## config.mk

```make
export PLATFORM = sky130hd
export DESIGN_NAME = control_sequencer_flat
export DESIGN_NICKNAME = d
export VERILOG_FILES = /design/src/rtl/control_sequencer_if.sv /design/src/rtl/control_sequencer.sv /design/src/flat_wrapper.sv
export SDC_FILE = /design/constraint.sdc
export NUM_CORES = 1
export LEC_CHECK = 0
export ABC_AREA = 1
export CAP_MARGIN = 20
export CELL_PAD_IN_SITES_DETAIL_PLACEMENT = 1
export CELL_PAD_IN_SITES_GLOBAL_PLACEMENT = 1
export CORE_ASPECT_RATIO = 1.2
export CORE_MARGIN = 4
export CORE_UTILIZATION = 21
export DETAILED_ROUTE_END_ITERATION = 7
export GPL_TIMING_DRIVEN = 1
export PLACE_DENSITY_LB_ADDON = 0.1
export RECOVER_POWER = 50
export SLEW_MARGIN = 15
export SYNTH_ARGS = -nofsm -noshare
export SYNTH_HDL_FRONTEND = slang
export SYNTH_SLANG_ARGS = --single-unit
```

## constraint.sdc

```tcl
create_clock -name clk -period 2 [get_ports clk]
set_input_delay 0.3 -clock clk [delete_from_list [all_inputs] [get_ports clk]]
set_output_delay 0.3 -clock clk [all_outputs]
set_load 0.02 [all_outputs]
```

## src/rtl/control_sequencer_if.sv

```systemverilog
// Control bus between the hardwired sequencer and the 32-bit bus datapath.
// The sequencer is the master: it consumes run/ir and drives every strobe.
interface control_sequencer_if;
    logic        run;
    logic [31:0] ir;

    logic        PCout;
    logic        PC_in;
    logic        Inc_PC;
    logic        MAR_in;
    logic        read;
    logic        MDR_in;
    logic        MDRout;
    logic        IR_in;
    logic        Y_in;
    logic        Z_in;
    logic        ZLOWout;
    logic        ZHIout;
    logic        HI_in;
    logic        LO_in;

    logic [15:0] r_in;
    logic [15:0] r_out;
    logic [3:0]  ALU_select;
    logic        halted;
    logic [3:0]  state;

    modport master (
        input  run, ir,
        output PCout, PC_in, Inc_PC, MAR_in, read, MDR_in, MDRout, IR_in,
               Y_in, Z_in, ZLOWout, ZHIout, HI_in, LO_in,
               r_in, r_out, ALU_select, halted, state
    );

    modport slave (
        output run, ir,
        input  PCout, PC_in, Inc_PC, MAR_in, read, MDR_in, MDRout, IR_in,
               Y_in, Z_in, ZLOWout, ZHIout, HI_in, LO_in,
               r_in, r_out, ALU_select, halted, state
    );
endinterface

```

## src/rtl/control_sequencer.sv

```systemverilog
// Hardwired control unit: fetch (T0-T2) and register-register ALU execute
// (T3-T6). Outputs are a pure function of the state register and the IR.
module control_sequencer #(
    parameter logic [4:0] NOP_OP  = 5'b11010,
    parameter logic [4:0] HALT_OP = 5'b11011
) (
    input  logic                  clk,
    input  logic                  clr,
    control_sequencer_if.master   bus
);

    typedef enum logic [3:0] {
        S_IDLE = 4'd0,
        S_T0   = 4'd1,
        S_T1   = 4'd2,
        S_T2   = 4'd3,
        S_T3   = 4'd4,
        S_T4   = 4'd5,
        S_T5   = 4'd6,
        S_T6   = 4'd7,
        S_HALT = 4'd8
    } state_t;

    typedef enum logic [1:0] {
        OPK_NONE,
        OPK_BINARY,
        OPK_UNARY,
        OPK_MULDIV
    } op_kind_t;

    typedef struct packed {
        op_kind_t   kind;
        logic [3:0] alu_sel;
    } op_decode_t;

    function automatic op_decode_t decode_op(input logic [4:0] opcode);
        op_decode_t d;
        d.kind    = OPK_NONE;
        d.alu_sel = 4'b0000;
        case (opcode)
            5'b00011: begin d.kind = OPK_BINARY; d.alu_sel = 4'b0001; end // add
            5'b00100: begin d.kind = OPK_BINARY; d.alu_sel = 4'b0010; end // sub
            5'b00101: begin d.kind = OPK_BINARY; d.alu_sel = 4'b0101; end // shr
            5'b00110: begin d.kind = OPK_BINARY; d.alu_sel = 4'b0110; end // shl
            5'b00111: begin d.kind = OPK_BINARY; d.alu_sel = 4'b0111; end // ror
            5'b01000: begin d.kind = OPK_BINARY; d.alu_sel = 4'b1000; end // rol
            5'b01001: begin d.kind = OPK_BINARY; d.alu_sel = 4'b0011; end // and
            5'b01010: begin d.kind = OPK_BINARY; d.alu_sel = 4'b0100; end // or
            5'b01111: begin d.kind = OPK_MULDIV; d.alu_sel = 4'b1001; end // mul
            5'b10000: begin d.kind = OPK_MULDIV; d.alu_sel = 4'b1010; end // div
            5'b10001: begin d.kind = OPK_UNARY;  d.alu_sel = 4'b1011; end // neg
            5'b10010: begin d.kind = OPK_UNARY;  d.alu_sel = 4'b1100; end // not
            default:  ;
        endcase
        return d;
    endfunction

    state_t     state_q;
    state_t     state_d;
    state_t     end_state;
    op_decode_t op;
    logic [4:0] opcode;
    logic [15:0] ra_hot;
    logic [15:0] rb_hot;
    logic [15:0] rc_hot;
    logic       is_halt;
    logic       is_skip;

    assign opcode  = bus.ir[31:27];
    assign op      = decode_op(opcode);
    assign ra_hot  = 16'd1 << bus.ir[26:23];
    assign rb_hot  = 16'd1 << bus.ir[22:19];
    assign rc_hot  = 16'd1 << bus.ir[18:15];
    assign is_halt = (opcode == HALT_OP);
    // NOP_OP is checked explicitly so it stays a no-op even if retargeted onto an ALU opcode.
    assign is_skip = (opcode == NOP_OP) || (op.kind == OPK_NONE);

    // run is only looked at when an instruction finishes or while idle.
    assign end_state = bus.run ? S_T0 : S_IDLE;

    // NOTE: sequential state uses non-blocking assignments so every flop samples pre-edge values.
    always_ff @(posedge clk or posedge clr) begin
        if (clr) state_q <= S_IDLE;
        else     state_q <= state_d;
    end

    always_comb begin
        // NOTE: every output gets a default first so no path through the case infers a latch.
        state_d        = state_q;
        bus.PCout      = 1'b0;
        bus.PC_in      = 1'b0;
        bus.Inc_PC     = 1'b0;
        bus.MAR_in     = 1'b0;
        bus.read       = 1'b0;
        bus.MDR_in     = 1'b0;
        bus.MDRout     = 1'b0;
        bus.IR_in      = 1'b0;
        bus.Y_in       = 1'b0;
        bus.Z_in       = 1'b0;
        bus.ZLOWout    = 1'b0;
        bus.ZHIout     = 1'b0;
        bus.HI_in      = 1'b0;
        bus.LO_in      = 1'b0;
        bus.r_in       = 16'h0000;
        bus.r_out      = 16'h0000;
        bus.ALU_select = 4'b0000;
        bus.halted     = 1'b0;

        case (state_q)
            S_IDLE: begin
                if (bus.run) state_d = S_T0;
            end
            S_T0: begin
                bus.PCout  = 1'b1;
                bus.MAR_in = 1'b1;
                bus.Inc_PC = 1'b1;
                bus.Z_in   = 1'b1;
                state_d    = S_T1;
            end
            S_T1: begin
                bus.ZLOWout = 1'b1;
                bus.PC_in   = 1'b1;
                bus.read    = 1'b1;
                bus.MDR_in  = 1'b1;
                state_d     = S_T2;
            end
            S_T2: begin
                bus.MDRout = 1'b1;
                bus.IR_in  = 1'b1;
                state_d    = S_T3;
            end
            S_T3: begin
                if (is_halt) begin
                    state_d = S_HALT;
                end else if (is_skip) begin
                    state_d = end_state;
                end else begin
                    bus.r_out = rb_hot;
                    bus.Y_in  = 1'b1;
                    state_d   = S_T4;
                end
            end
            S_T4: begin
                // Unary ops have only Rb; it goes to the ALU's B input as well.
                bus.r_out      = (op.kind == OPK_UNARY) ? rb_hot : rc_hot;
                bus.ALU_select = op.alu_sel;
                bus.Z_in       = 1'b1;
                state_d        = S_T5;
            end
            S_T5: begin
                bus.ZLOWout = 1'b1;
                if (op.kind == OPK_MULDIV) begin
                    bus.LO_in = 1'b1;
                    state_d   = S_T6;
                end else begin
                    bus.r_in  = ra_hot;
                    state_d   = end_state;
                end
            end
            S_T6: begin
                bus.ZHIout = 1'b1;
                bus.HI_in  = 1'b1;
                state_d    = end_state;
            end
            S_HALT: begin
                bus.halted = 1'b1;
            end
            default: begin
                state_d = S_IDLE;
            end
        endcase
    end

    assign bus.state = state_q;

endmodule
```

## src/flat_wrapper.sv

```systemverilog
// flat-port wrapper written by rule: the top's interface ports become plain ports
module control_sequencer_flat 
#(
    parameter logic [4:0] NOP_OP  = 5'b11010,
    parameter logic [4:0] HALT_OP = 5'b11011
)
  (clk, clr, bus_run, bus_ir, bus_PCout, bus_PC_in, bus_Inc_PC, bus_MAR_in, bus_read, bus_MDR_in, bus_MDRout, bus_IR_in, bus_Y_in, bus_Z_in, bus_ZLOWout, bus_ZHIout, bus_HI_in, bus_LO_in, bus_r_in, bus_r_out, bus_ALU_select, bus_halted, bus_state);
  control_sequencer_if bus_i ();
  input  logic clk;
  input  logic clr;
  input wire logic [$bits(bus_i.run)-1:0] bus_run;
  input wire logic [$bits(bus_i.ir)-1:0] bus_ir;
  output wire logic [$bits(bus_i.PCout)-1:0] bus_PCout;
  output wire logic [$bits(bus_i.PC_in)-1:0] bus_PC_in;
  output wire logic [$bits(bus_i.Inc_PC)-1:0] bus_Inc_PC;
  output wire logic [$bits(bus_i.MAR_in)-1:0] bus_MAR_in;
  output wire logic [$bits(bus_i.read)-1:0] bus_read;
  output wire logic [$bits(bus_i.MDR_in)-1:0] bus_MDR_in;
  output wire logic [$bits(bus_i.MDRout)-1:0] bus_MDRout;
  output wire logic [$bits(bus_i.IR_in)-1:0] bus_IR_in;
  output wire logic [$bits(bus_i.Y_in)-1:0] bus_Y_in;
  output wire logic [$bits(bus_i.Z_in)-1:0] bus_Z_in;
  output wire logic [$bits(bus_i.ZLOWout)-1:0] bus_ZLOWout;
  output wire logic [$bits(bus_i.ZHIout)-1:0] bus_ZHIout;
  output wire logic [$bits(bus_i.HI_in)-1:0] bus_HI_in;
  output wire logic [$bits(bus_i.LO_in)-1:0] bus_LO_in;
  output wire logic [$bits(bus_i.r_in)-1:0] bus_r_in;
  output wire logic [$bits(bus_i.r_out)-1:0] bus_r_out;
  output wire logic [$bits(bus_i.ALU_select)-1:0] bus_ALU_select;
  output wire logic [$bits(bus_i.halted)-1:0] bus_halted;
  output wire logic [$bits(bus_i.state)-1:0] bus_state;
  assign bus_i.run = bus_run;
  assign bus_i.ir = bus_ir;
  assign bus_PCout = bus_i.PCout;
  assign bus_PC_in = bus_i.PC_in;
  assign bus_Inc_PC = bus_i.Inc_PC;
  assign bus_MAR_in = bus_i.MAR_in;
  assign bus_read = bus_i.read;
  assign bus_MDR_in = bus_i.MDR_in;
  assign bus_MDRout = bus_i.MDRout;
  assign bus_IR_in = bus_i.IR_in;
  assign bus_Y_in = bus_i.Y_in;
  assign bus_Z_in = bus_i.Z_in;
  assign bus_ZLOWout = bus_i.ZLOWout;
  assign bus_ZHIout = bus_i.ZHIout;
  assign bus_HI_in = bus_i.HI_in;
  assign bus_LO_in = bus_i.LO_in;
  assign bus_r_in = bus_i.r_in;
  assign bus_r_out = bus_i.r_out;
  assign bus_ALU_select = bus_i.ALU_select;
  assign bus_halted = bus_i.halted;
  assign bus_state = bus_i.state;
  control_sequencer #(.NOP_OP(NOP_OP), .HALT_OP(HALT_OP)) u_core (.clk(clk), .clr(clr), .bus(bus_i));
endmodule
```

# [After elaboration in Yosys (flattened, before gate mapping)]
# Index checks and enable logic that the tools add are counted.
[word_totals] regBits=4 output_inout_bits=55 inputBits=35 word_cells=62
[op_classes] bitwise_logic=1 eq_ne=25 n_reduce_logical=6 n_shift=3 n_mux=26
[ops] operator="$mux W16" count=5
[ops] operator="$pmux W6 S12" count=1
[ops] operator="$shl A1 B4 Y16 const A" count=3
[ops] operator="$pmux W4 S9" count=1
[ops] operator="$pmux W16 S2" count=1
[ops] operator="$eq A5 B5 Y1 const B" count=5
[ops] operator="$eq A5 B3 Y1 const B" count=4
[ops] operator="$eq A5 B4 Y1 const B" count=4
[ops] operator="$mux W4" count=5
[ops] operator="$eq A4 B3 Y1 const B" count=4
[ops] operator="$mux W1" count=13
[ops] operator="$eq A4 B2 Y1 const B" count=2
[ops] operator="$eq A5 B2 Y1 const B" count=1
[ops] operator="$eq A2 B2 Y1 const B" count=2
[ops] operator="$eq A4 B1 Y1 const B" count=1
[ops] operator="$eq A4 B4 Y1 const B" count=1
[ops] operator="$logic_not A4 Y1" count=1
[ops] operator="$reduce_or A2 Y1" count=2
[ops] operator="$logic_not A2 Y1" count=1
[ops] operator="$ne A2 B2 Y1 const B" count=1
[ops] operator="$reduce_and A2 Y1" count=1
[ops] operator="$logic_or A1 B1 Y1" count=1
[ops] operator="$not A1 Y1" count=1

# [Logic depth before layout (Yosys ltp)]
# Gate-level depths: netlist (run 1).
[depth] word_depth=7 ltp_mapped=11

# [Worst setup path before layout (run 1)]
# No wires, ideal clock.
[synth_path] path_kind="reg-to-output" startpoint="register u_core.state_q[3], in the netlist u_core.bus.state[3]" endpoint="output port bus_r_out[11]" path_buffers=0 arrival_time_ns=1.621 stages_incl_launch_ff=6 setup_slack_ns=0.079 cell_sequence="dfrtp_1 inv_2 nand2_1 nor2_1 nand2_4 o21ai_0"
[synth_between] elab_chain_cells=2 elab_cells_between_ends=3 cone_classes="eq/ne (2); mux (1)"
[synth_lines] element="start: declaration" line="control_sequencer.sv:58" rtl="state_t state_q;"
[synth_lines] element="start signal: assignment" line="control_sequencer.sv:84" rtl="else state_q <= state_d;"
[synth_lines] element="$eq A4 B3 Y1" line="control_sequencer.sv:109" rtl="case (state_q)"
[synth_lines] element="$pmux W16 S2 *" line="control_sequencer.sv:109"
[synth_lines] element="end: declaration" line="flat_wrapper.sv:28" rtl="output wire logic [$bits(bus_i.r_out)-1:0] bus_r_out;"
# Every way passes the cells marked *; elsewhere a longest branch is shown, timed or not.

# [Worst setup path in the final report (run 1)]
[layout_path] startpoint="register u_core.state_q[1], in the netlist u_core.bus.state[1]" endpoint="output port bus_r_out[11]"
# The elaborated chain is that of the path after synthesis.

==> results by group, run 1 <==
STA
  • Worst-margin pin slew: about 0.28 ns
  • RSZ-0062 raised after global routing: true
  • Fmax: approximately 500 MHz
  • Slew headroom: between 80% and 90%
  • Final Hold Violating Endpoints: 0
  • Setup TNS Final: 0 ns
  • Post-route minimum period: around 2 ns
  • Final period util: around 100%
  • Setup violators final: 0
  • Final max-slew violation count: 0
  • Max Clock Skew: between 0.001 and 0.0015 ns

Placed design
  • Dpl hpwl: about 4.8 mm
  • RePlAce Congestion: approximately 0.83
  • Placed cell areas: between 2000 and 2500 µm²
  • DP Cell Count: 430
  • Port Buffers: between 70 and 80

Cells and area
  • ANT cells: 0
  • Final Cell Area: 2460 µm²
  • Max reg flops: 4
  • Layout Cells excl Fill: about 440
  • Final #Nets: between 300 and 400
  • Share of cells above drive strength 1: between 40% and 50%
  • Area grow syn2layout: 95.9%

Synth
  • Mean Syn Cell Area: approximately 5.3 µm²
  • Most common flop cell mapped by yosys: dfrtp_1
  • Ys Warns: 0
  • Synth cell types: 29
  • Synthesized flop and latch total: 4
  • Gate count of the mapped netlist: about 240
  • Largest cells by area after synthesis: nor2_1 14%, nand3_1 13%, nand2_1 10%
  • Yosys top cell area share: 13.8%
  • Dominant cell type by area after synthesis: nor2_1
  • Number of synthesized flops with an enable pin: 0
  • Register area share after synthesis: 7.98%
  • Post-Syn Nets: between 200 and 300
  • Fraction of registers with async set/reset: 100%
  • Post-Syn Area: ~1300 µm²

Clock network
  • CTS clk-pin slew, worst paths: 0.03 ns
  • Total CTS buffers: 3
  • CTS sink cnt: 4
  • CTS root buf: clkbuf_8
  • H-tree depth: 1
  • CTS tree: built
  • Clk buf depth: 2
  • Hold buffer count at cts: 0
  • Clk_lat worst skew: between 0.2 and 0.25 ns

Floorplan
  • Die X: between 70 and 80 µm
  • Die height: slightly above 90 µm
  • Die area: ~7300 µm²
  • Core area: around 5700 µm²
  • Starting density of the core: a little over a fifth
  • IO Count: 90
  • Row Count: 30

Routing
  • DRC Markers: 0
  • DR iter-0 viols: a little under 50
  • Post-route ant nets: 0
  • DRT Pass-1 Iters: 4
  • Via Count: a little over 2000
  • Vias per cell: 4.75
  • WL per Instance: ~14 µm
  • Total routed wirelength: just under 6 mm

Setup path
  • Critical path class: flop to primary output
  • Worst-path fanout max: 8
  • Reg2reg path depth: 7
  • CP peak stage delay: about 0.37 ns
  • Slowest CP cell: dfrtp_1
  • CP Capture Type: primary output
  • CP required: about 1.7 ns
  • Crit path cell chain: inv_1 > nand2_2 > nor2_4 > clkinvlp_4 > buf_6 > a21oi_2 > nand2_1 > o21ai_0 > buf_2
  • Critical Path Source Type: flop
  • CP arrival: 1.68 ns

Global route
  • Vias in the first global route: about 2100
  • Global-route wire length before repair: roughly 9.7 mm
  • Largest net degree at the start of global routing: 19
  • Grt ovf: 0
  • GRT Util Overall: about 16%
  • Initial antenna violation count: 0

Power
  • Maximum vdd ir drop: ~300 µV
  • Pwr Density: 588 nW/µm²
  • Static leakage power: 1.24 nW

Worst hold path
  • Type of the most critical hold path: primary input to asynchronous set/reset pin

Run
  • Max cap viols: 0

Outcome
  • Status: completed
-- worst paths after layout --
| check | start | slack (ns) | endpoint |
|---|---|---|---|
| min in group clk | bus_ir[28] | 0.51 | u_core.bus.state[3]$_DFFE_PP0P_ |
| max reg2reg | u_core.bus.state[1]$_DFFE_PP0P_ | 0.65 | u_core.bus.state[0]$_DFFE_PP0P_ |
| min | clr | 0.41 | u_core.bus.state[0]$_DFFE_PP0P_ |
| max in group asynchronous | clr | 1.45 | u_core.bus.state[2]$_DFFE_PP0P_ |
| max | u_core.bus.state[1]$_DFFE_PP0P_ | 0.02 | bus_r_out[11] |
| min reg2reg | u_core.bus.state[3]$_DFFE_PP0P_ | 0.73 | u_core.bus.state[1]$_DFFE_PP0P_ |
-- stage by stage --
stage	utilization, %	hold WS [ns]	setup slack, ns	power (mW)
floorplan	-	0.0661	0.0786	0.735
global placement	41.8	0.490	-0.848	1.27
detailed placement	41.8	0.497	-0.855	1.28
CTS	42.2	0.276	0.000722	1.43
global route	42.8	0.432	-0.0717	1.56
finish	42.8	0.408	0.0230	1.44
-- kinds of logic (layout without fill, tap and decap cells) --
kind of cell	Yosys count	in the layout	synth area share, %
AOI/OAI and AO/OA	51	51	25.6
and+or+nand+nor	137	138	49.5
DFF	4	4	7.98
buffers and inverters	45	164	16.9
-- power breakdown --
group	switching, mW	internal, mW
Sequential	0.0281	0.111
Clock	0.0357	0.128
Combinational	0.663	0.479
Total	0.727	0.717
-- cell type report --
| type | count | area, µm² |
|---|---|---|
| inverters | 30 | 119 |
| multi-input cells | 189 | 1080 |
| clock buffers | 3 | 41.3 |
| repair buffers | 131 | 1010 |
| well taps | 80 | 100 |
| flip-flops and latches | 4 | 100 |
| fillers | 817 | 3290 |
-- cell usage in the layout (no fill, tap or decap), types with 5 or more instances in the layout --
cell type	n
o21ai_2	6
nand3_1	29
a21oi_2	7
buf_6	8
inv_1	21
a21oi_1	7
buf_4	56
clkdlybuf4s50_1	11
dlygate4sd2_1	14
nor2_2	9
nand2_1	32
buf_2	19
nor2_1	35
nor2_4	5
inv_2	7
o21ai_0	20
nand4_1	9
dlygate4sd3_1	5
clkbuf_1	7
-- per-layer routing --
layer  global-route usage, %  vias to the layer above  wire length (µm)
met1                    18.2                      977              2500
met3                    1.17                        4               287
met2                    31.1                       60              3130
li1                        -                     1035                 -
met4                    3.21                        0                42
met5                       0                        -                 0
-- critical path, delay by kind of cell, from the launching register on --
kind            cells  cell delay (ns)
flops               1             0.37
simple gates        3             0.30
buf+inv             4             0.60
compound gates      2             0.19
-- synthesized netlist by cell type (4+ instances only) --
cell,number
nand4_1,9
nand2_1,34
nor3_1,5
dfrtp_1,4
nor2_1,46
nand3_1,33
o21ai_2,5
buf_4,7
o21ai_0,23
a21oi_1,13
inv_1,28
clkbuf_1,4
-- timing repair --
action                                  4_1_cts  5_1_grt
gates resized for setup                     170       66
cloned                                        1        0
buffers inserted                              2        1
pin swaps                                     3        7
endpoints found under the setup margin       50       37
No activity file was read; power rests on OpenSTA's default activity.
==> run 2: changes to the inputs <==
SLEW_MARGIN = 30   (was 15)
==> results of run 2 <==
Same layout as run 1: the final DEF is identical, and so are final timing and power.
==> run 3: changes to the inputs <==
CELL_PAD_IN_SITES_DETAIL_PLACEMENT = 0   (was 1)
CORE_MARGIN = 5   (was 4)
GPL_TIMING_DRIVEN = unset   (was 1)
==> results by group, run 3 (synthesis gave the netlist of run 1 again) <==
Routing
  • Vias per cell: 4.61
  • Via Count: between 2000 and 2500
  • DR iter-0 viols: 60
  • DRT Pass-1 Iters: 4
  • Post-route ant nets: 0
  • Total routed wirelength: 5.64 mm
  • WL per Instance: roughly 13 µm
  • DRC Markers: 0

STA
  • Final period util: a little over nine tenths
  • Final Hold Violating Endpoints: 0
  • Slew headroom: between 80% and 90%
  • Max Clock Skew: 0.00186 ns
  • Fmax: between 500 and 600 MHz
  • Worst-margin pin slew: 0.281 ns
  • Post-route minimum period: 1.96 ns
  • Final max-slew violation count: 0
  • Setup violators final: 0
  • RSZ-0062 raised after global routing: true
  • Min Hold Slack: 0.405 ns

Run
  • Max cap viols: 0

Floorplan
  • Die height: 94.6 µm
  • Starting density of the core: between 20% and 30%
  • IO Count: 90
  • Core area: between 5000 and 6000 µm²
  • Die area: roughly 7600 µm²
  • Row Count: 30
  • Die X: roughly 81 µm

Power
  • Pwr Density: about 570 nW/µm²
  • Static leakage power: approximately 1.3 nW
  • Switching power: ~0.73 mW
  • Sw frac: about half
  • Comb power frac: between 70% and 80%
  • Sequential share of power: ~10%
  • Maximum vdd ir drop: about 330 µV
  • Total power: ~1.4 mW
  • Clock power share: 11.4%
  • Pint: about 0.70 mW

Placed design
  • RePlAce Congestion: about 0.85
  • Port Buffers: 74
  • Dpl hpwl: roughly 4.4 mm

Cells and area
  • ANT cells: 0
  • Post-layout util: between 40% and 50%
  • Area grow syn2layout: 101%
  • Share of cells above drive strength 1: 42.8%
  • Commonest cells after routing, fill and taps aside: 61 x buf_4, 38 x nor2_1, 29 x nand2_1, 26 x nand3_1
  • Max reg flops: 4
  • Final #Nets: 399
  • Most common cell after layout, fill and taps aside: buf_4

Outcome
  • Status: completed

Clock network
  • Clk_lat worst skew: roughly 0.21 ns
  • H-tree depth: 1
  • CTS tree: built
  • Hold buffer count at cts: 0
  • CTS sink cnt: 4
  • Clk buf depth: 2
  • Total CTS buffers: 3
  • CTS root buf: clkbuf_8
  • CTS clk-pin slew, worst paths: roughly 0.030 ns

Setup path
  • Critical path class: flop to primary output
  • Critical Path Source Type: flop
  • CP peak stage delay: around 0.38 ns
  • Worst-path fanout max: 6
  • CP required: around 1.7 ns
  • Slowest CP cell: dfrtp_1
  • Crit path cell chain: inv_2 > nand2_4 > nor2_4 > buf_6 > clkinvlp_4 > a21oi_1 > nand2_1 > o21ai_1 > buf_4
  • CP arrival: 1.66 ns
  • CP Capture Type: primary output

Global route
  • Largest net degree at the start of global routing: 19
  • Grt ovf: 0
  • Initial antenna violation count: 0
  • Vias in the first global route: ~1900
  • GRT Util Overall: roughly 15%
  • Global-route wire length before repair: about 9.1 mm

Worst hold path
  • Type of the most critical hold path: primary input to asynchronous set/reset pin
## run 3: cell types whose count changed in the layout (fill, tap and decap cells not counted), moves of 3 or more
cell and change:
buf_4 +5, nor2_2 -4, clkbuf_1 -3, clkdlybuf4s15_2 +3
nand2_1 -3, nand2_2 +3, nand3_1 -3, nor2_1 +3
## run 3: per-stage QoR
| step | setup TNS (ns) | instances | instance area (µm²) | worst slack (ns) |
|---|---|---|---|---|
| 2_1_floorplan | 0 | 237 | 1250 | 0.0786 |
| 3_3_place_gp | -27.32 | 432 | 2420 | -0.850 |
| 3_5_place_dp | -26.51 | 432 | 2420 | -0.834 |
| 4_1_cts | -0.0816 | 441 | 2460 | -0.0386 |
| 5_1_grt | -0.199 | 442 | 2520 | -0.0334 |
| 6_report | 0 | 442 | 2520 | 0.0408 |
## run 3: final cells by class
cell class | instances | area (µm²)
fill | 645 | 3230
multi-input combinational | 189 | 1090
timing repair buffer | 135 | 1050
inverter | 30 | 121
sequential | 4 | 100
tap | 80 | 100
clock buffer | 3 | 41.3
timing repair inverter | 1 | 7.51
## run 3: worst max-delay path: cells and delay by family, from the launching register on
kind,cells,cell delay [ns]
AO/OA/AOI/OAI,2,0.24
buffers and inverters,4,0.53
flip-flops,1,0.38
AND/OR/NAND/NOR,3,0.29
## run 3: path summary, 6_finish.rpt
kind | from | endpoint | slack [ns] | cells after the start
setup / recovery | u_core.bus.state[1]$_DFFE_PP0P_ | bus_r_out[7] | 0.04 | 9
hold reg to reg | u_core.bus.state[3]$_DFFE_PP0P_ | u_core.bus.state[1]$_DFFE_PP0P_ | 0.76 | 4
hold / removal | clr | u_core.bus.state[0]$_DFFE_PP0P_ | 0.41 | 2
setup reg to reg | u_core.bus.state[0]$_DFFE_PP0P_ | u_core.bus.state[0]$_DFFE_PP0P_ | 0.63 | 9
min in group clk | bus_ir[28] | u_core.bus.state[3]$_DFFE_PP0P_ | 0.52 | 3
max in group asynchronous | clr | u_core.bus.state[1]$_DFFE_PP0P_ | 1.45 | 2
## run 3: routing by layer
metal / global-route usage [%] / wire [µm] / vias up
met5: 0 / 0 / -
met4: 2.82 / 84 / 0
met3: 1.05 / 371 / 6
met2: 26.0 / 2760 / 73
met1: 19.0 / 2420 / 910
li1: - / - / 1048
## run 3: power groups by stage
stage | logic [mW] | clock network (mW) | registers, mW
after global routing | 1.22 | 0.171 | 0.145
after detailed placement | 1.14 | 0 | 0.134
after CTS | 1.13 | 0.167 | 0.135
after global placement | 1.14 | 0 | 0.134
after floorplan | 0.562 | 0 | 0.173
final | 1.12 | 0.163 | 0.142
## run 3: timing repair
| item | 4_1_cts | 5_1_grt |
|---|---|---|
| setup buffers | 4 | 1 |
| setup endpoints to repair | 49 | 39 |
| cloned | 2 | 0 |
| gates resized for setup | 199 | 48 |
| pin swaps | 10 | 9 |
